<file path="src/rtl/bht_update_queue.sv">
// Ordered FIFO of resolved conditional branches feeding the BHT update port, one write per cycle.
// Optional BHT_UPDATE_COALESCE_EN merges a resolution into the youngest entry when the PCs match.
module bht_update_queue #(
    parameter int unsigned VLEN  = 32,
    parameter int unsigned DEPTH = 4
) (
    input  logic                       clk_i,
    input  logic                       rst_ni,
    input  logic                       flush_i,
    input  logic                       resolved_valid_i,
    input  logic [VLEN-1:0]            resolved_pc_i,
    input  logic                       resolved_taken_i,
    output logic                       resolved_ready_o,
    // {valid, pc, taken}
    output logic [VLEN+1:0]            bht_update_o,
    input  logic                       bht_ready_i,
    output logic [$clog2(DEPTH+1)-1:0] count_o
);

    localparam int unsigned PtrW = $clog2(DEPTH);
    localparam int unsigned CntW = $clog2(DEPTH + 1);
    localparam logic [CntW-1:0] Full = CntW'(DEPTH);

    logic [VLEN-1:0] pc_q [DEPTH];
    logic [DEPTH-1:0] taken_q;

    logic [PtrW-1:0] head_q, head_d;
    logic [PtrW-1:0] tail_q, tail_d;
    logic [CntW-1:0] count_q, count_d;

    logic full;
    logic out_valid;
    logic deq;
    logic alloc;
    logic upd;
    logic coalesce_hit;

    assign full      = (count_q == Full);
    assign out_valid = (count_q != '0);
    assign deq       = out_valid & bht_ready_i;

`ifdef BHT_UPDATE_COALESCE_EN
    logic [PtrW-1:0] last_ptr;

    assign last_ptr = tail_q - PtrW'(1);
    // The youngest entry is off limits only when it is also the head leaving this cycle.
    assign coalesce_hit = resolved_valid_i & out_valid
                        & (pc_q[last_ptr] == resolved_pc_i)
                        & ~((count_q == CntW'(1)) & deq);
    assign resolved_ready_o = ~full | coalesce_hit;
`else
    assign coalesce_hit     = 1'b0;
    assign resolved_ready_o = ~full;
`endif

    assign alloc = resolved_valid_i & resolved_ready_o & ~coalesce_hit & ~flush_i;
    assign upd   = coalesce_hit & ~flush_i;

    always_comb begin
        head_d  = head_q;
        tail_d  = tail_q;
        count_d = count_q;
        if (flush_i) begin
            head_d  = '0;
            tail_d  = '0;
            count_d = '0;
        end else begin
            if (alloc) tail_d = tail_q + PtrW'(1);
            if (deq)   head_d = head_q + PtrW'(1);
            unique case ({alloc, deq})
                2'b10:   count_d = count_q + CntW'(1);
                2'b01:   count_d = count_q - CntW'(1);
                default: count_d = count_q;
            endcase
        end
    end

    always_ff @(posedge clk_i or negedge rst_ni) begin
        if (!rst_ni) begin
            head_q  <= '0;
            tail_q  <= '0;
            count_q <= '0;
        end else begin
            head_q  <= head_d;
            tail_q  <= tail_d;
            count_q <= count_d;
        end
    end

    // Payload storage carries no reset; occupancy alone qualifies it.
    always_ff @(posedge clk_i) begin
        if (alloc) begin
            pc_q[tail_q]    <= resolved_pc_i;
            taken_q[tail_q] <= resolved_taken_i;
        end
`ifdef BHT_UPDATE_COALESCE_EN
        if (upd) taken_q[last_ptr] <= resolved_taken_i;
`endif
    end

    assign bht_update_o = {out_valid, pc_q[head_q], taken_q[head_q]};
    assign count_o      = count_q;

    a_no_enq_full: assert property (@(posedge clk_i) disable iff (!rst_ni) alloc |-> !full);
    a_no_deq_empty: assert property (@(posedge clk_i) disable iff (!rst_ni) deq |-> out_valid);
    a_count_range: assert property (@(posedge clk_i) disable iff (!rst_ni) count_q <= Full);
    a_upd_nonempty: assert property (@(posedge clk_i) disable iff (!rst_ni) upd |-> out_valid);

endmodule

</file>
<file path="config.mk">
export PLATFORM = sky130hd
export DESIGN_NAME = bht_update_queue
export DESIGN_NICKNAME = d
export VERILOG_FILES = /design/src/rtl/bht_update_queue.sv
export SDC_FILE = /design/constraint.sdc
export NUM_CORES = 1
export LEC_CHECK = 0
export BUFFER_PORTS_ARGS = -buffer_cell sky130_fd_sc_hd__buf_2
export CORE_ASPECT_RATIO = 1.5
export CORE_MARGIN = 2
export CORE_UTILIZATION = 43
export DETAILED_ROUTE_END_ITERATION = 16
export MAX_ROUTING_LAYER = met4
export RECOVER_POWER = 50
export SLEW_MARGIN = 20
export SYNTH_ARGS = -nofsm -noshare
export SYNTH_HDL_FRONTEND = slang
export SYNTH_SLANG_ARGS = --single-unit
</file>
<file path="constraint.sdc">
create_clock -name clk_i -period 2.6 [get_ports clk_i]
set_input_delay 0.52 -clock clk_i [delete_from_list [all_inputs] [get_ports clk_i]]
set_output_delay 0.52 -clock clk_i [all_outputs]
set_load 0.01 [all_outputs]
</file>
==> load_flow_metrics.sql <==
INSERT INTO impl_metrics (metric_group, metric, value, unit) VALUES
('run_status', 'outcome', 'completed', ''),
('sta', 'post-route-min-period', '2.38', 'ns'),
('logic_synthesis', 'synth_top_family_by_area', 'multiplexers', ''),
('floorplanning', 'initial_utilization', '44.2', '%'),
('sta', 'unrepaired_setup_endpoints_after_global_routing', 'no', ''),
('logic_synthesis', 'synthesis.instances', '239', ''),
('routing', 'drt_drc_violations_left', '0', ''),
('cells_and_area', 'antenna-diode-count', '0', ''),
('routing', 'initialDrtViolationCount', '126', ''),
('routing', 'postRouteWirelength', '9020', 'µm'),
('worst_setup_path', 'setup.worst_path.class', 'register to output port', ''),
('routing', 'routed.top_layer', 'met4', ''),
('logic_synthesis', 'synth-compound-area-share', '1.67', '%'),
('worst_setup_path', 'startpoint_type', 'register', ''),
('logic_synthesis', 'ys_types', '29', ''),
('logic_synthesis', 'synthTopCellsByCount', 'sky130_fd_sc_hd__edfxtp_1 (132), sky130_fd_sc_hd__mux4_2 (33), sky130_fd_sc_hd__buf_2 (7), sky130_fd_sc_hd__dfrtp_1 (7)', ''),
('logic_synthesis', 'post_synth_xor_area_fraction', '0.659', '%'),
('sta', 'max_slew_violations', '0', ''),
('floorplanning', 'die_height', '140', 'µm'),
('logic_synthesis', 'post_synth_main_area_contributors', 'sky130_fd_sc_hd__edfxtp_1 (75%), sky130_fd_sc_hd__mux4_2 (14%), sky130_fd_sc_hd__dfrtp_1 (3.3%)', ''),
('floorplanning', 'fp-row-count', '49', ''),
('logic_synthesis', 'synthMuxAreaShare', '14.0', '%'),
('grt', 'grt_pass1_wl', '14100', 'µm'),
('worst_hold_path', 'hold_sp', 'resolved_pc_i[12]', ''),
('clocking', 'clk_transition_reported_paths', '0.06', 'ns'),
('routing', 'drt_pre_antenna_iters', '4', ''),
('logic_synthesis', 'synth_seq_cells', '139', ''),
('logic_synthesis', 'synth-edff-count', '132', ''),
('floorplanning', 'dieArea', '13300', 'µm²'),
('clocking', 'tritoncts_clock_tree', 'yes', ''),
('sta', 'max_clock_freq', '421', 'MHz'),
('logic_synthesis', 'synth_sequential_area_ratio', '77.9', '%'),
('logic_synthesis', 'yosysMostFrequentCell', 'sky130_fd_sc_hd__edfxtp_1', ''),
('cells_and_area', 'drive_gt1_share', '34.2', '%'),
('sta', 'worstMarginPinSlew', '0.547', 'ns'),
('worst_setup_path', 'cpPeakStageDelay', '0.57', 'ns'),
('clocking', 'clock_tree.root_cell', 'sky130_fd_sc_hd__clkbuf_16', ''),
('worst_setup_path', 'crit_chain', 'buf_4 > mux4_2 > buf_2', ''),
('grt', 'grt_antenna_before_repair', '0', ''),
('clocking', 'clkLatencyLatePin', '0.40', 'ns'),
('floorplanning', 'design.core.area', '12000', 'µm²'),
('logic_synthesis', 'synth.top_cell.area_share', '74.6', '%'),
('routing', 'final_antenna_net_count', '0', ''),
('logic_synthesis', 'synth.cell_area', '5310', 'µm²'),
('routing', 'met2_wirelength', '4860', 'µm'),
('worst_setup_path', 'cp_arrival', '1.86', 'ns'),
('sta', 'setup_tns', '0', 'ns'),
('clocking', 'clock_sink_count', '139', ''),
('logic_synthesis', 'synth-main-ff-cell', 'sky130_fd_sc_hd__edfxtp_1', ''),
('worst_setup_path', 'critical-path-slowest-cell', 'sky130_fd_sc_hd__mux4_2', ''),
('logic_synthesis', 'yosys.area_share.adder', '1.32', '%'),
('sta', 'setup_violations', '0', ''),
('sta', 'timing_hold_violations_final', '0', ''),
('grt', 'largest_net_degree_at_the_start_of_global_routing', '34', ''),
('floorplanning', 'io_pins', '76', ''),
('worst_setup_path', 'crit_path_max_fanout', '19', ''),
('placement', 'port_buffers', '75', ''),
('clocking', 'ctsHtreeMaxLevel', '4', ''),
('power', 'leakagePower', '2.11', 'nW'),
('power', 'powerDensity', '815', 'nW/µm²'),
('grt', 'groute.usage.overall', '15.2', '%'),
('sta', 'fin_worst_skew', '0.00808', 'ns'),
('worst_setup_path', 'crit_path_end_kind', 'output port', ''),
('logic_synthesis', 'syn_nets', '282', ''),
('grt', 'grt_pass1_vias', '2654', ''),
('worst_setup_path', 'required', '2.08', 'ns'),
('routing', 'routed-wl-met3', '409', 'µm'),
('logic_synthesis', 'synth-async-reset-ratio', '5.04', '%'),
('logic_synthesis', 'synth-simple-area-share', '2.66', '%'),
('logic_synthesis', 'yosys.area.top_type', 'sky130_fd_sc_hd__edfxtp_1', ''),
('grt', 'globalRoute.totalOverflow', '0', '');
==> what timing repair did <==
action	4_1_cts	5_1_grt
hold endpoints to repair	7	0
setup buffers	0	0
hold buffers	1	0
==> path summary, 6_finish.rpt <==
kind / to / slack [ns] / cells past startpoint
max in group asynchronous: head_q[0]$_DFFE_PN0P_ / 1.71 / 2
worst min register to register: tail_q[1]$_DFFE_PN0P_ / 0.58 / 2
worst min-delay path: pc_q[0][12]$_DFFE_PP_ / 0.36 / 1
min in group asynchronous: count_o[2]$_DFFE_PN0P_ / 0.56 / 2
worst max-delay path: bht_update_o[12] / 0.22 / 3
worst max register to register: count_o[2]$_DFFE_PN0P_ / 0.28 / 8
==> cell type report <==
cell class | instances | area (µm²)
Multi-Input combinational cell | 83 | 1080
Inverter | 3 | 11.3
Clock inverter | 13 | 105
Tap cell | 153 | 191
Timing Repair Buffer | 86 | 464
Clock buffer | 18 | 429
Fill cell | 1025 | 5590
Sequential cell | 139 | 4140
==> per-stage QoR <==
| stage | cells | total power [mW] | instance area (µm²) | worst slack, ns | hold slack [ns] |
|---|---|---|---|---|---|
| 2_1_floorplan | 239 | 2.97 | 5310 | 0.296 | 0.224 |
| 3_3_place_gp | 463 | 3.17 | 5940 | 0.332 | 0.369 |
| 3_5_place_dp | 463 | 3.18 | 5940 | 0.251 | 0.370 |
| 4_1_cts | 495 | 5.32 | 6480 | 0.149 | 0.302 |
| 5_1_grt | 495 | 5.44 | 6420 | 0.0482 | 0.365 |
| 6_report | 495 | 5.24 | 6420 | 0.223 | 0.360 |
==> kinds of logic after synthesis <==
| family | count (synthesis) |
|---|---|
| AO/OA/AOI/OAI | 14 |
| multiplexers | 33 |
| adder cells (fa/ha/maj) | 5 |
| buffers and inverters | 17 |
| XOR/XNOR | 4 |
| flip-flops | 139 |
| AND/OR/NAND/NOR | 27 |
==> worst max-delay path: cells and delay by family (launching register included) <==
family	cells	cell delay, ns
flip-flops	1	0.36
buffers and inverters	2	0.51
multiplexers	1	0.57
==> power breakdown <==
group / total [mW] / switching, mW / internal, mW / leakage (nW)
clock network: 2.13 / 0.839 / 1.29 / 0.252
logic: 0.531 / 0.274 / 0.256 / 0.566
registers: 2.57 / 0.0352 / 2.54 / 1.29
total: 5.24 / 1.15 / 4.09 / 2.11
==> flip-flops by register name (all words and copies together) (netlist names) <==
signal   count
pc_q       128
tail_q       2
count_o      3
taken_q      4
head_q       2
==> cells in the final DEF, fill, tap and decap left out, types with 2 or more instances in the layout <==
| cell | n |
|---|---|
| sky130_fd_sc_hd__a21o_1 | 2 |
| sky130_fd_sc_hd__a21oi_1 | 3 |
| sky130_fd_sc_hd__and2_2 | 4 |
| sky130_fd_sc_hd__buf_12 | 4 |
| sky130_fd_sc_hd__buf_2 | 38 |
| sky130_fd_sc_hd__buf_4 | 5 |
| sky130_fd_sc_hd__clkbuf_1 | 38 |
| sky130_fd_sc_hd__clkbuf_16 | 17 |
| sky130_fd_sc_hd__clkinv_1 | 2 |
| sky130_fd_sc_hd__clkinv_2 | 4 |
| sky130_fd_sc_hd__clkinv_4 | 2 |
| sky130_fd_sc_hd__clkinvlp_4 | 4 |
| sky130_fd_sc_hd__dfrtp_1 | 5 |
| sky130_fd_sc_hd__dfrtp_2 | 2 |
| sky130_fd_sc_hd__edfxtp_1 | 132 |
| sky130_fd_sc_hd__ha_1 | 4 |
| sky130_fd_sc_hd__inv_1 | 3 |
| sky130_fd_sc_hd__mux4_2 | 33 |
| sky130_fd_sc_hd__nand2_1 | 4 |
| sky130_fd_sc_hd__nand3_1 | 5 |
| sky130_fd_sc_hd__nor2_1 | 6 |
| sky130_fd_sc_hd__o21ai_0 | 4 |
| sky130_fd_sc_hd__or3_1 | 3 |
| sky130_fd_sc_hd__xnor2_1 | 2 |
| sky130_fd_sc_hd__xor2_1 | 2 |
==> routing by layer <==
metal  up-vias  track usage (%)
met5         -                -
met4         0             5.95
met3        10             5.33
met2        57             25.0
met1      1294             16.9
li1       1164                -
(Power assumes the default switching activity.)
